**src/rtl/frame_signature_pkg.sv**
```systemverilog
// Shared types and constants for the frame signature block.
package frame_signature_pkg;

   localparam logic [15:0] CRC_POLY_CCITT = 16'h1021;
   localparam logic [15:0] CRC_INIT_CCITT = 16'hFFFF;

   typedef logic [15:0] sig_t;

   typedef enum logic [0:0] {
      StIdle,
      StAccum
   } state_e;

   // One MSB-first CRC-16/CCITT bit step; reference model for a single input bit.
   function automatic sig_t crc16_step(sig_t crc, logic din);
      logic fb;
      fb = crc[15] ^ din;
      return {crc[14:0], 1'b0} ^ (fb ? CRC_POLY_CCITT : 16'h0000);
   endfunction

endpackage

```
**src/rtl/frame_signature_if.sv**
```systemverilog
// Host-side result handshake of the frame signature block.
interface frame_signature_if;
   import frame_signature_pkg::*;

   sig_t       sig_o;
   logic [7:0] frame_seq_o;
   logic       pix_mismatch_o;
   logic       sig_valid_o;
   logic       sig_ack_i;
   logic       overrun_o;

   // master: the signature block producing results
   modport master (
      output sig_o,
      output frame_seq_o,
      output pix_mismatch_o,
      output sig_valid_o,
      output overrun_o,
      input  sig_ack_i
   );

   // slave: the host reading and acknowledging results
   modport slave (
      input  sig_o,
      input  frame_seq_o,
      input  pix_mismatch_o,
      input  sig_valid_o,
      input  overrun_o,
      output sig_ack_i
   );

endinterface

```
**src/rtl/frame_signature_crc16_pixel.sv**
```systemverilog
// Combinational next-CRC over one whole pixel word, bits absorbed MSB first.
module crc16_pixel
   import frame_signature_pkg::*;
#(
   parameter int unsigned PIXEL_BITS = 6,
   parameter logic [15:0] CRC_POLY   = CRC_POLY_CCITT
) (
   input  sig_t                  crc_i,
   input  logic [PIXEL_BITS-1:0] pixel_i,
   output sig_t                  crc_o
);

   sig_t crc_v;
   logic fb;

   // Unrolled bit-serial CRC: one shift/xor stage per pixel bit.
   always_comb begin
      crc_v = crc_i;
      fb    = 1'b0;
      for (int i = PIXEL_BITS - 1; i >= 0; i--) begin
         fb    = crc_v[15] ^ pixel_i[i];
         crc_v = {crc_v[14:0], 1'b0};
         if (fb) begin
            crc_v = crc_v ^ CRC_POLY;
         end
      end
      crc_o = crc_v;
   end

endmodule

```
**src/rtl/frame_signature.sv**
```systemverilog
// Per-frame CRC-16 signature and active-pixel count of the pixel stream,
// reported to a host through a valid/ack handshake.
module frame_signature
   import frame_signature_pkg::*;
#(
   parameter int unsigned PIXEL_BITS      = 6,
   parameter logic [15:0] CRC_POLY        = CRC_POLY_CCITT,
   parameter logic [15:0] CRC_INIT        = CRC_INIT_CCITT,
   parameter int unsigned EXPECTED_PIXELS = 480000,
   parameter int unsigned CNT_W           = 20
) (
   input  logic                  clk_i,
   input  logic                  rst_i,
   input  logic                  enable_i,
   input  logic [PIXEL_BITS-1:0] pixel_i,
   input  logic                  blank_i,
   input  logic                  next_frame_i,
   frame_signature_if.master     host
);

   localparam logic [CNT_W-1:0] EXP_CNT = CNT_W'(EXPECTED_PIXELS);
   localparam logic [CNT_W-1:0] CNT_MAX = {CNT_W{1'b1}};

   // FSM
   state_e state_q, state_d;
   logic   arm;         // idle -> accumulate at a frame boundary
   logic   take_pix;    // absorb this cycle's pixel
   logic   frame_done;  // current frame completes this cycle

   // Accumulator
   sig_t             crc_q, crc_d;
   sig_t             crc_next;
   sig_t             crc_fin;
   logic [CNT_W-1:0] cnt_q, cnt_d;
   logic [CNT_W-1:0] cnt_inc;
   logic [CNT_W-1:0] cnt_fin;

   // Result
   logic [7:0] seq_q, seq_d;
   sig_t       sig_q, sig_d;
   logic [7:0] fseq_q, fseq_d;
   logic       mism_q, mism_d;
   logic       valid_q, valid_d;
   logic       ovr_q, ovr_d;
   logic       load;

   crc16_pixel #(
      .PIXEL_BITS (PIXEL_BITS),
      .CRC_POLY   (CRC_POLY)
   ) u_crc (
      .crc_i   (crc_q),
      .pixel_i (pixel_i),
      .crc_o   (crc_next)
   );

   // State register.
   always_ff @(posedge clk_i) begin
      if (rst_i) begin
         state_q <= StIdle;
      end else begin
         state_q <= state_d;
      end
   end

   // Next state: enable is only looked at on a frame boundary.
   always_comb begin
      state_d = state_q;
      unique case (state_q)
         StIdle: begin
            if (next_frame_i && enable_i) begin
               state_d = StAccum;
            end
         end
         StAccum: begin
            if (next_frame_i) begin
               state_d = enable_i ? StAccum : StIdle;
            end
         end
         default: state_d = StIdle;
      endcase
   end

   // FSM decoded controls.
   always_comb begin
      arm        = 1'b0;
      take_pix   = 1'b0;
      frame_done = 1'b0;
      unique case (state_q)
         StIdle: begin
            arm = next_frame_i && enable_i;
         end
         StAccum: begin
            take_pix   = !blank_i;
            frame_done = next_frame_i;
         end
         default: ;
      endcase
   end

   // Frame totals including a pixel that coincides with the boundary pulse.
   always_comb begin
      cnt_inc = (cnt_q == CNT_MAX) ? cnt_q : cnt_q + CNT_W'(1);
      crc_fin = take_pix ? crc_next : crc_q;
      cnt_fin = take_pix ? cnt_inc : cnt_q;
   end

   // Accumulator next state: reload on every boundary that starts a frame.
   always_comb begin
      crc_d = crc_q;
      cnt_d = cnt_q;
      if (arm || frame_done) begin
         crc_d = CRC_INIT;
         cnt_d = '0;
      end else if (take_pix) begin
         crc_d = crc_next;
         cnt_d = cnt_inc;
      end
   end

   // Accumulator registers.
   always_ff @(posedge clk_i) begin
      if (rst_i) begin
         crc_q <= CRC_INIT;
         cnt_q <= '0;
      end else begin
         crc_q <= crc_d;
         cnt_q <= cnt_d;
      end
   end

   // Result next state: the oldest unacked result wins, newer ones are dropped.
   always_comb begin
      load    = frame_done && (!valid_q || host.sig_ack_i);
      seq_d   = seq_q;
      sig_d   = sig_q;
      fseq_d  = fseq_q;
      mism_d  = mism_q;
      valid_d = valid_q;
      ovr_d   = ovr_q;
      if (frame_done) begin
         // Dropped frames still consume a sequence number.
         seq_d = seq_q + 8'd1;
         if (load) begin
            sig_d   = crc_fin;
            fseq_d  = seq_q + 8'd1;
            mism_d  = (cnt_fin != EXP_CNT);
            valid_d = 1'b1;
            ovr_d   = 1'b0;
         end else begin
            ovr_d = 1'b1;
         end
      end else if (valid_q && host.sig_ack_i) begin
         valid_d = 1'b0;
         ovr_d   = 1'b0;
      end
   end

   // Result registers.
   always_ff @(posedge clk_i) begin
      if (rst_i) begin
         seq_q   <= 8'd0;
         sig_q   <= '0;
         fseq_q  <= 8'd0;
         mism_q  <= 1'b0;
         valid_q <= 1'b0;
         ovr_q   <= 1'b0;
      end else begin
         seq_q   <= seq_d;
         sig_q   <= sig_d;
         fseq_q  <= fseq_d;
         mism_q  <= mism_d;
         valid_q <= valid_d;
         ovr_q   <= ovr_d;
      end
   end

   assign host.sig_o          = sig_q;
   assign host.frame_seq_o    = fseq_q;
   assign host.pix_mismatch_o = mism_q;
   assign host.sig_valid_o    = valid_q;
   assign host.overrun_o      = ovr_q;

endmodule

```
**src/flat_wrapper.sv**
```systemverilog
// flat-port wrapper written by rule: the top's interface ports become plain ports
module frame_signature_flat import frame_signature_pkg::*;
#(
   parameter int unsigned PIXEL_BITS      = 6,
   parameter logic [15:0] CRC_POLY        = CRC_POLY_CCITT,
   parameter logic [15:0] CRC_INIT        = CRC_INIT_CCITT,
   parameter int unsigned EXPECTED_PIXELS = 480000,
   parameter int unsigned CNT_W           = 20
)
  (clk_i, rst_i, enable_i, pixel_i, blank_i, next_frame_i, host_sig_o, host_frame_seq_o, host_pix_mismatch_o, host_sig_valid_o, host_overrun_o, host_sig_ack_i);
  frame_signature_if host_i ();
  input  logic clk_i;
  input  logic rst_i;
  input  logic enable_i;
  input  logic [PIXEL_BITS-1:0] pixel_i;
  input  logic blank_i;
  input  logic next_frame_i;
  output wire logic [$bits(host_i.sig_o)-1:0] host_sig_o;
  output wire logic [$bits(host_i.frame_seq_o)-1:0] host_frame_seq_o;
  output wire logic [$bits(host_i.pix_mismatch_o)-1:0] host_pix_mismatch_o;
  output wire logic [$bits(host_i.sig_valid_o)-1:0] host_sig_valid_o;
  output wire logic [$bits(host_i.overrun_o)-1:0] host_overrun_o;
  input wire logic [$bits(host_i.sig_ack_i)-1:0] host_sig_ack_i;
  assign host_sig_o = host_i.sig_o;
  assign host_frame_seq_o = host_i.frame_seq_o;
  assign host_pix_mismatch_o = host_i.pix_mismatch_o;
  assign host_sig_valid_o = host_i.sig_valid_o;
  assign host_overrun_o = host_i.overrun_o;
  assign host_i.sig_ack_i = host_sig_ack_i;
  frame_signature #(.PIXEL_BITS(PIXEL_BITS), .CRC_POLY(CRC_POLY), .CRC_INIT(CRC_INIT), .EXPECTED_PIXELS(EXPECTED_PIXELS), .CNT_W(CNT_W)) u_core (.clk_i(clk_i), .rst_i(rst_i), .enable_i(enable_i), .pixel_i(pixel_i), .blank_i(blank_i), .next_frame_i(next_frame_i), .host(host_i));
endmodule
```
**config.mk**
```make
export PLATFORM = sky130hd
export DESIGN_NAME = frame_signature_flat
export DESIGN_NICKNAME = d
export VERILOG_FILES = /design/src/rtl/frame_signature_pkg.sv /design/src/rtl/frame_signature_if.sv /design/src/rtl/frame_signature_crc16_pixel.sv /design/src/rtl/frame_signature.sv /design/src/flat_wrapper.sv
export SDC_FILE = /design/constraint.sdc
export NUM_CORES = 1
export LEC_CHECK = 0
export BUFFER_PORTS_ARGS = -buffer_cell sky130_fd_sc_hd__buf_2
export CAP_MARGIN = 10
export CELL_PAD_IN_SITES_DETAIL_PLACEMENT = 0
export CELL_PAD_IN_SITES_GLOBAL_PLACEMENT = 1
export CORE_MARGIN = 2
export CORE_UTILIZATION = 25
export CTS_CLUSTER_DIAMETER = 200
export CTS_CLUSTER_SIZE = 24
export DETAILED_ROUTE_END_ITERATION = 16
export GPL_TIMING_DRIVEN = 0
export PLACE_DENSITY_LB_ADDON = 0.1
export SYNTH_ARGS = -nofsm -noshare
export SYNTH_HDL_FRONTEND = slang
export SYNTH_SLANG_ARGS = --single-unit
```
**constraint.sdc**
```tcl
create_clock -name clk_i -period 2.4 [get_ports clk_i]
set_clock_uncertainty 0.15 [all_clocks]
set_input_delay 0.72 -clock clk_i [delete_from_list [all_inputs] [get_ports clk_i]]
set_output_delay 0.72 -clock clk_i [all_outputs]
set_load 0.05 [all_outputs]
```
==> flow_metrics.tcl, run 1 <==
set metrics [dict create \
    postLayoutCoreUtil_pct 32.12 \
    cp_max_fo 5 \
    final_common_cell "dfxtp_1" \
    power.total_uw 2924 \
    gp_congestion 0.7420 \
    antenna_found_initial 0 \
    insertion_delay_ns 0.34 \
    cts_buffers 9 \
    grt.overflow.total 0 \
    leakage_uw 0.001581 \
    power_density_nw_per_um2 692.9 \
    clockRootBuffer "clkbuf_16" \
    startpoint_type "flop" \
    peakVddDrop_v 0.0002800 \
    cts_hold_buffers 0 \
    syn-num-nets 412 \
    wire_per_inst_um 15.43 \
    fin_ws_ns -0.06470 \
    rows 42 \
    ios 39 \
    htree_levels 3 \
    crit_path_cell_trace "buf_6 -> nand4_1 -> nor4_4 -> nand2_2 -> and4_4 -> or3_4 -> a2111oi_4 -> a21oi_1" \
    clk_pin_slew_ns 0.06 \
    avgSynthCellArea_sq_um 8.381 \
    synthesis.area_sq_um 3336 \
    ys_warn_count 0 \
    nFillCells 1426 \
    hpwl_um 6944 \
    grt_first_pass_wirelength_um 15570 \
    crit_path_max_incr_delay_ns 0.41 \
    muxShareOfSynthArea_pct 2.738 \
    relSlewSlack_pct 59.26 \
    synth_top_family_by_area "simple AND/OR/NAND/NOR gates" \
    drt-total-wl_um 9796 \
    clockBufferDepth 2 \
    grt_pass1_vias 2737 \
    cp.required_ns 2.46 \
    met1_length_um 5290 \
    worstSetupEndpointType "flop" \
    top_layer "met4" \
    groute.usage.overall_pct 14.44 \
    synth_cell_type_count 47 \
    crit_type "reg2reg" \
    die_h_um 119.5 \
    final_cell_mix "dfxtp_1 (65), nor2_1 (61), buf_2 (41)" \
    synth_seq_area_share_pct 43.21 \
    synth-compound-area-share_pct 14.07 \
    crit_slowest_cell "a2111oi_4" \
    syn_inst 398 \
    violations "negative setup slack" \
    synth_simple_gate_area_share_pct 25.06 \
    core_area_sq_um 13140 \
    die_area_sq_um 14280 \
    max-cap-violations 0 \
    min_period_over_period_pct 102.7 \
    n_antenna_cell 0 \
    vias 2900 \
    synth_fa_ha_area_share_pct 0.7502 \
    syn_to_final_growth_pct 26.52 \
    crit_arrival_ns 2.53 \
    synth_flop_cell "dfxtp_1" \
    synthXorXnorAreaFrac_pct 10.77 \
    route.met3.wl_um 286 \
    dr.pass1.iters 4 \
    start_util_pct 25.39 \
    tns_ns -0.06470 \
    setup_viol 1 \
    fin_crit_ns 2.465 \
    status "finished with violations" \
    rsz0062_at_grt "true" \
    wl_met2_um 4043 \
    drc_errors 0 \
    synth_edf_count 0 \
    grt_max_degree 13 \
    synthArstFlopShare_pct 0 \
    via_per_inst 4.567 \
    layout-drive-gt1-share_pct 20.92 \
    port-buffer-count 37 \
    yosys_register_bits 72 \
    drt_iter0_drc 113 \
    fmax_mhz 405.7 \
    tritoncts "done" \
    slew_viol_final 0 \
    antenna_left 0 \
    hold_path.class "reg2reg" \
    tightest_slew_ns 0.6111 \
    cts.sinks 72 \
    final_nets 468 \
    timing.final.hold_violations 0 \
    die_w_um 119.5 \
]
[logic make-up after synthesis]
logic type / Yosys count
simple gates: 171
compound gates: 75
flops: 72
xor+xnor: 41
buf+inv: 28
mux: 9
fa+ha+maj: 2
[repair_timing]
item	4_1_cts	5_1_grt
buffers inserted	4	5
pin swaps	5	7
resized for setup	17	12
setup endpoints to repair	9	23
[final timing paths]
kind,from,to,slack [ns],cells past startpoint
max reg2reg,u_core.cnt_q[16]$_SDFF_PP0_,u_core.host.pix_mismatch_o$_SDFFE_PP0P_,-0.06,8
max,u_core.cnt_q[16]$_SDFF_PP0_,u_core.host.pix_mismatch_o$_SDFFE_PP0P_,-0.06,8
min,u_core.host.frame_seq_o[1]$_SDFFE_PP0P_,u_core.host.frame_seq_o[1]$_SDFFE_PP0P_,0.31,2
min reg2reg,u_core.host.frame_seq_o[1]$_SDFFE_PP0P_,u_core.host.frame_seq_o[1]$_SDFFE_PP0P_,0.31,2
[per-stage QoR]
step | setup WS [ns] | hold WS [ns] | instances | area [sq um]
finish | -0.06470 | 0.3140 | 635 | 4220
global route | -0.1504 | 0.3429 | 635 | 4220
CTS | -0.03853 | 0.3163 | 630 | 4156
detailed placement | -0.5065 | 0.3008 | 611 | 3746
global placement | -0.5249 | 0.2987 | 611 | 3746
floorplan | 0.06187 | 0.3118 | 398 | 3341
[final cells by class]
cell class                      count  area, sq um  area share (%)
Multi-Input combinational cell    298         1863           44.14
Sequential cell                    72         1450           34.36
Clock buffer                       12        256.5           6.078
Timing Repair Buffer               46        252.7           5.989
Tap cell                          176        220.2           5.218
Buffer                             24        113.9           2.698
Clock inverter                      4        52.55           1.245
Inverter                            3        11.26          0.2668
[critical path, delay by kind of cell (launching register included)]
family,cells,cell delay (ns)
AO/OA/AOI/OAI,2,0.52
buffers and inverters,1,0.10
flip-flops,1,0.32
AND/OR/NAND/NOR,5,1.25
[state kept, by name (all words and copies together) (netlist names), named ones only]
| signal | flops |
|---|---|
| u_core.cnt_q | 20 |
| u_core.crc_q | 16 |
| u_core.host.frame_seq_o | 8 |
| u_core.host.overrun_o | 1 |
| u_core.host.pix_mismatch_o | 1 |
| u_core.host.sig_o | 16 |
| u_core.host.sig_valid_o | 1 |
| u_core.seq_q | 8 |
[cell usage after synthesis (all sizes together), types with 2 or more instances]
master | count | area [sq um]
mux2i | 8 | 80.08
or3 | 5 | 31.28
nand3b | 3 | 22.52
and4 | 2 | 21.27
ha | 2 | 25.02
a31oi | 5 | 31.28
xnor2 | 25 | 219.0
nand2b | 4 | 25.02
nor4 | 4 | 46.29
buf | 7 | 35.03
inv | 3 | 11.26
nand2 | 38 | 145.1
a21oi | 30 | 150.1
nand3 | 22 | 115.1
nor2 | 63 | 239.0
nand4 | 5 | 37.53
dfxtp | 72 | 1441
nor3 | 9 | 45.04
nor2b | 2 | 12.51
clkbuf | 18 | 67.56
and3 | 7 | 45.05
xor2 | 16 | 140.1
or2 | 4 | 25.03
a211oi | 19 | 142.6
o21ai | 12 | 60.06
a2111oi | 2 | 23.77
[routing by layer]
layer / track usage, % / vias up
li1: - / 1496
met1: 21.49 / 1337
met2: 20.11 / 52
met3: 2.757 / 15
met4: 6.176 / 0
met5: 0 / -
[report_power, final]
part | total, uW | internal (uW) | switching, uW
clock | 1410 | 864 | 544
combinational | 270 | 77.8 | 192
sequential | 1250 | 1230 | 19.8
Note: power is estimated with default switching activity, not from simulation.
==> run 2: changes to the inputs <==
--- a/config.mk
+++ b/config.mk
@@ -5,6 +5,7 @@
 export SDC_FILE = /design/constraint.sdc
 export NUM_CORES = 1
 export LEC_CHECK = 0
+export ABC_AREA = 1
 export BUFFER_PORTS_ARGS = -buffer_cell sky130_fd_sc_hd__buf_2
 export CAP_MARGIN = 10
 export CELL_PAD_IN_SITES_DETAIL_PLACEMENT = 0
==> run 2 against run 1 <==
The run now ends clean. Sequential power about the same. Die area up 2.7%. Synthesized area up 2.8%. Cell count up 14%. Global-route usage down 0.18 points. Worst setup slack better by 0.26 ns. Largest power group unchanged. Highest routed layer unchanged.
==> flow_metrics.tcl, run 2 <==
set metrics [dict create \
    reg2reg_from "u_core.cnt_q[0]$_SDFF_PP0_" \
    min_path_cells 2 \
    crit_arrival_ns 2.28 \
    placed_cells 706 \
    relSlewSlack_pct 60.68 \
    gp_congestion 0.7527 \
    synth_area_leaders "dfxtp_1 (42%), nand2_1 (14%), nand3_1 (7.3%)" \
    ys_warn_count 0 \
    fin_ws_ns 0.1966 \
    synth_cell_type_count 34 \
    multi_input_area_sq_um 1712 \
    tns_ns 0 \
    regArea_sq_um 1443 \
    cts.sinks 72 \
    wire_per_inst_um 13.12 \
    largest_register_ffs 20 \
    synth_edf_count 0 \
    synth_top_cell_by_area "dfxtp_1" \
    power_density_nw_per_um2 682.5 \
    slew_viol_final 0 \
    insertion_delay_ns 0.34 \
    start_util_pct 25.79 \
    yosys.area.top_type_share_pct 42.04 \
    top_register "u_core.cnt_q" \
    synth_flop_cell "dfxtp_1" \
    crit_type "reg2reg" \
    core_area_sq_um 13300 \
    yosys_register_bits 72 \
    timing.final.hold_violations 0 \
    place_area_sq_um 3839 \
    hold_path.class "reg2reg" \
    via_per_inst 4.361 \
    fin_crit_ns 2.203 \
    worstReg2RegEnd "u_core.host.pix_mismatch_o$_SDFFE_PP0P_" \
    cp_max_fo 5 \
    drt_iter0_drc 116 \
    final_cell_mix "nand2_1 (123), dfxtp_1 (71), inv_1 (61)" \
    drc_errors 0 \
    reg2reg_slack_ns 0.20 \
    final_cell_area_sq_um 4182 \
    port-buffer-count 38 \
    n_antenna_cell 0 \
    syn_to_final_growth_pct 21.97 \
    synthArstFlopShare_pct 0 \
    clk_pin_slew_ns 0.06 \
    tightest_slew_ns 0.5898 \
    htree_levels 3 \
    startpoint_type "flop" \
    rows 42 \
    peakVddDrop_v 0.0002537 \
    dr.pass1.iters 5 \
    avgSynthCellArea_sq_um 6.968 \
    max-cap-violations 0 \
    drt-total-wl_um 9471 \
    min_period_over_period_pct 91.81 \
    syn_inst 492 \
    die_h_um 121.1 \
    antenna_found_initial 0 \
    status "finished, final reports clean" \
    ios 39 \
    fmax_mhz 453.8 \
    stdcell_count 722 \
    synth.most_common_cell "nand2_1" \
    grt_max_degree 13 \
    clockRootBuffer "clkbuf_16" \
    grt_pass1_vias 3180 \
    timing.hold.ws_ns 0.3224 \
    layout-drive-gt1-share_pct 15.38 \
    grt_first_pass_wirelength_um 15940 \
    worstSetupEndpointType "flop" \
    final_nets 556 \
    tritoncts "done" \
    final_common_cell "nand2_1" \
    ff2ff_path_depth 12 \
    cp.required_ns 2.48 \
    die_area_sq_um 14670 \
    die_w_um 121.1 \
    synthTopCellsByCount "nand2_1 (124), dfxtp_1 (72), inv_1 (61)" \
    grt.overflow.total 0 \
    synthesis.area_sq_um 3428 \
    hold_end "u_core.host.overrun_o$_SDFFE_PP0P_" \
    hold_path_startpoint "u_core.host.overrun_o$_SDFFE_PP0P_" \
    rsz0062_at_grt "false" \
    syn-num-nets 506 \
    dp_worst_setup_slack_ns -0.3424 \
    groute.usage.overall_pct 14.27 \
    clockBufferDepth 2 \
    antenna_left 0 \
    synth_seq_area_share_pct 42.04 \
    leakage_uw 0.001819 \
    vias 3149 \
    setup_viol 0 \
    hpwl_um 7128 \
    nFillCells 1469 \
    cts_buffers 9 \
]
-- run 2: cell count changes in the layout (fill, tap and decap cells not counted), moves of 8 or more --
cell / change
nand2_1: +86
nand3_1: +31
a21oi_1: -18
a211oi_1: -18
clkbuf_1: -8
xnor2_1: -17
inv_1: +58
o21ai_0: +28
nor2_1: -14
buf_4: -9
-- run 2: final cells by class --
type | instances | area share (%)
multi-input cells | 343 | 40.93
clock inverters | 4 | 1.287
repair buffers | 39 | 4.728
flip-flops and latches | 72 | 34.50
plain buffers | 12 | 1.406
clock buffers | 11 | 6.044
well taps | 176 | 5.266
inverters | 65 | 5.835
-- run 2: cell families after synthesis --
family	after synthesis	synth area share, %
and+or+nand+nor	255	32.81
buffers and inverters	77	8.832
DFF	72	42.04
AOI/OAI and AO/OA	66	10.40
xor gates and xnor gates	18	4.599
muxes	2	0.5840
adders and majority gates	2	0.7298
-- run 2: metal layers --
| layer | wire, um | track usage [%] | up-vias | part of all wire (%) |
|---|---|---|---|---|
| li1 | - | - | 1671 | - |
| met1 | 4399 | 17.62 | 1432 | 46 |
| met2 | 4580 | 23.49 | 36 | 48 |
| met3 | 329 | 3.148 | 10 | 3.5 |
| met4 | 162 | 6.759 | 0 | 1.7 |
| met5 | 0 | 0 | - | 0 |
-- run 2: worst max-delay path by stage --
stage                               start  slack [ns]                                      end  depth (start not counted)
2_1_floorplan                     blank_i        0.35  u_core.host.pix_mismatch_o$_SDFFE_PP0P_                         12
3_3_place_gp                      blank_i       -0.31  u_core.host.pix_mismatch_o$_SDFFE_PP0P_                         13
3_5_place_dp                      blank_i       -0.34  u_core.host.pix_mismatch_o$_SDFFE_PP0P_                         13
4_1_cts                           blank_i        0.02  u_core.host.pix_mismatch_o$_SDFFE_PP0P_                         13
5_1_grt        u_core.cnt_q[0]$_SDFF_PP0_       0.001  u_core.host.pix_mismatch_o$_SDFFE_PP0P_                         12
6_report       u_core.cnt_q[0]$_SDFF_PP0_        0.20  u_core.host.pix_mismatch_o$_SDFFE_PP0P_                         12
-- run 2: critical path, cell delays in order (launching register included) --
cell and delay, ns:
dfxtp_1 0.39, ha_2 0.23, nand3_1 0.14, nor2_2 0.16
nand2_2 0.11, nor2_2 0.15, nand2_1 0.09, a21oi_1 0.14
nand3_1 0.14, nor2_1 0.12, nand3_1 0.08, nor2_2 0.14
nor2_1 0.05
-- run 2: what timing repair did --
item	4_1_cts	5_1_grt
gates resized for setup	0	10
setup buffers	0	1
hold buffers	0	0
endpoints found under the setup margin	0	11
hold endpoints to repair	0	0
-- run 2: power breakdown --
group	internal, uW	switching, uW
clock network	857	527
logic	61.8	167
registers	1220	17.4
total	2140	712
-- run 2: stage by stage --
step	util [%]	total power [uW]
after global placement	28.87	1498
final	31.45	2854
after CTS	31.18	2913
after floorplan	-	1425
after detailed placement	28.87	1499
after global routing	31.45	2985
==> run 3: changes to the inputs <==
==> constraint.sdc (replaced) <==
create_clock -name clk_i -period 1.8 [get_ports clk_i]
set_clock_uncertainty 0.15 [all_clocks]
set_input_delay 0.54 -clock clk_i [delete_from_list [all_inputs] [get_ports clk_i]]
set_output_delay 0.54 -clock clk_i [all_outputs]
set_load 0.05 [all_outputs]
==> run 3 against run 2 <==
Total power increased by 34%. Die area did not move. The run now ends with negative setup slack left. Critical endpoint unchanged. Sequential power up 32%.
==> flow_metrics.tcl, run 3 (synthesis gave the netlist of run 2 again) <==
set metrics [dict create \
    power_density_nw_per_um2 821.8 \
    n_antenna_cell 0 \
    vias 3311 \
    htree_levels 3 \
    largest_register_ffs 20 \
    crit_type "reg2reg" \
    rsz0062_at_grt "true" \
    cp_max_fo 5 \
    clockRootBuffer "clkbuf_16" \
    stdcell_count 748 \
    power.total_uw 3826 \
    die_area_sq_um 14670 \
    relSlewSlack_pct 64.18 \
    status "finished with violations" \
    die_w_um 121.1 \
    fin_crit_ns 1.972 \
    timing.final.hold_violations 0 \
    start_util_pct 25.79 \
    final_cell_mix "nand2_1 (101), inv_1 (58), dfxtp_1 (54)" \
    peakVddDrop_v 0.0004205 \
    cp.required_ns 1.88 \
    worstSetupEndpointType "flop" \
    cts_buffers 9 \
    violations "negative setup slack" \
    hold_path.class "in2reg" \
    reg2reg_from "u_core.cnt_q[1]$_SDFF_PP0_" \
    max-cap-violations 0 \
    fin_ws_ns -0.1715 \
    hold_path_startpoint "rst_i" \
    tritoncts "done" \
    final_nets 581 \
    clk_pin_slew_ns 0.06 \
    min_period_over_period_pct 109.5 \
    leakage_uw 0.002051 \
    clockBufferDepth 2 \
    drc_errors 0 \
    via_per_inst 4.426 \
    startpoint_type "flop" \
    final_common_cell "nand2_1" \
    core_area_sq_um 13300 \
    top_register "u_core.cnt_q" \
    syn_to_final_growth_pct 35.80 \
    crit_arrival_ns 2.06 \
    grt_first_pass_wirelength_um 16180 \
    wire_per_inst_um 13.43 \
    startpoint "u_core.cnt_q[1]$_SDFF_PP0_" \
    timing.hold.ws_ns 0.3001 \
    layout-drive-gt1-share_pct 30.59 \
    insertion_delay_ns 0.34 \
    postLayoutCoreUtil_pct 35.02 \
    slew_viol_final 0 \
    drt_iter0_drc 90 \
    cts.sinks 72 \
    port-buffer-count 38 \
    ios 39 \
    grt_pass1_vias 3206 \
    grt.overflow.total 0 \
    groute.usage.overall_pct 14.36 \
    dr.pass1.iters 4 \
    drt-total-wl_um 10050 \
    fmax_mhz 507.2 \
    antenna_found_initial 0 \
    tightest_slew_ns 0.5317 \
    antenna_left 0 \
    hpwl_um 7091 \
    setup_viol 2 \
    rows 42 \
    grt_max_degree 14 \
    die_h_um 121.1 \
    gp_congestion 0.7277 \
    placed_cells 706 \
]
run 3: worst paths after layout:
| path | cells after the start | endpoint | slack [ns] |
|---|---|---|---|
| hold reg to reg | 2 | u_core.host.overrun_o$_SDFFE_PP0P_ | 0.32 |
| setup / recovery | 12 | u_core.host.pix_mismatch_o$_SDFFE_PP0P_ | -0.17 |
| setup reg to reg | 12 | u_core.host.pix_mismatch_o$_SDFFE_PP0P_ | -0.17 |
| hold / removal | 2 | flop | 0.30 |
run 3: layout make-up:
| type | instances | area (sq um) |
|---|---|---|
| fillers | 1461 | 8640 |
| repair buffers | 64 | 392.9 |
| flip-flops and latches | 72 | 1489 |
| clock buffers | 10 | 239.0 |
| multi-input cells | 343 | 1924 |
| inverters | 65 | 249.0 |
| clock inverters | 6 | 67.56 |
| plain buffers | 12 | 73.82 |
| well taps | 176 | 220.2 |
run 3: power by group:
part | switching, uW | total, uW | internal, uW
Sequential | 23.7 | 1640 | 1620
Combinational | 236 | 337 | 100
Clock | 734 | 1850 | 1120
Total | 994 | 3830 | 2830
run 3: per-stage QoR:
stage          instance area (sq um)  TNS [ns]  setup slack [ns]
2_1_floorplan                   3458         0          0.007099
3_3_place_gp                    3869    -23.20           -0.6923
3_5_place_dp                    3869    -23.14           -0.6843
4_1_cts                         4489   -0.3151           -0.2076
5_1_grt                         4656    -1.684           -0.3025
6_report                        4656   -0.3209           -0.1715
run 3: repair_timing:
item                       4_1_cts  5_1_grt
pin swaps                       20       23
setup endpoints to repair       51       45
gates resized for setup         63       42
cloned                           1        0
setup buffers                   20        5
hold buffers                     0        0
run 3: critical path: stages, from the launching register on:
cell and delay [ns]:
dfxtp_4 0.37, ha_4 0.16, nand3_4 0.07, nor2_4 0.14, nand2_4 0.10, nor2_4 0.15
nand2_2 0.07, a21oi_2 0.14, nand3_2 0.11, nor2_1 0.11, nand3_1 0.09, nor2_2 0.15
nor2_1 0.05
run 3: per-layer routing:
layer,global-route usage (%),vias to the layer above,share of wire [%],wire length (um)
met3,3.712,9,3.4,343
met1,17.32,1535,46,4578
met5,0,-,0,0
met2,24.82,40,50,5009
met4,4.578,0,1.1,114
li1,-,1727,-,-
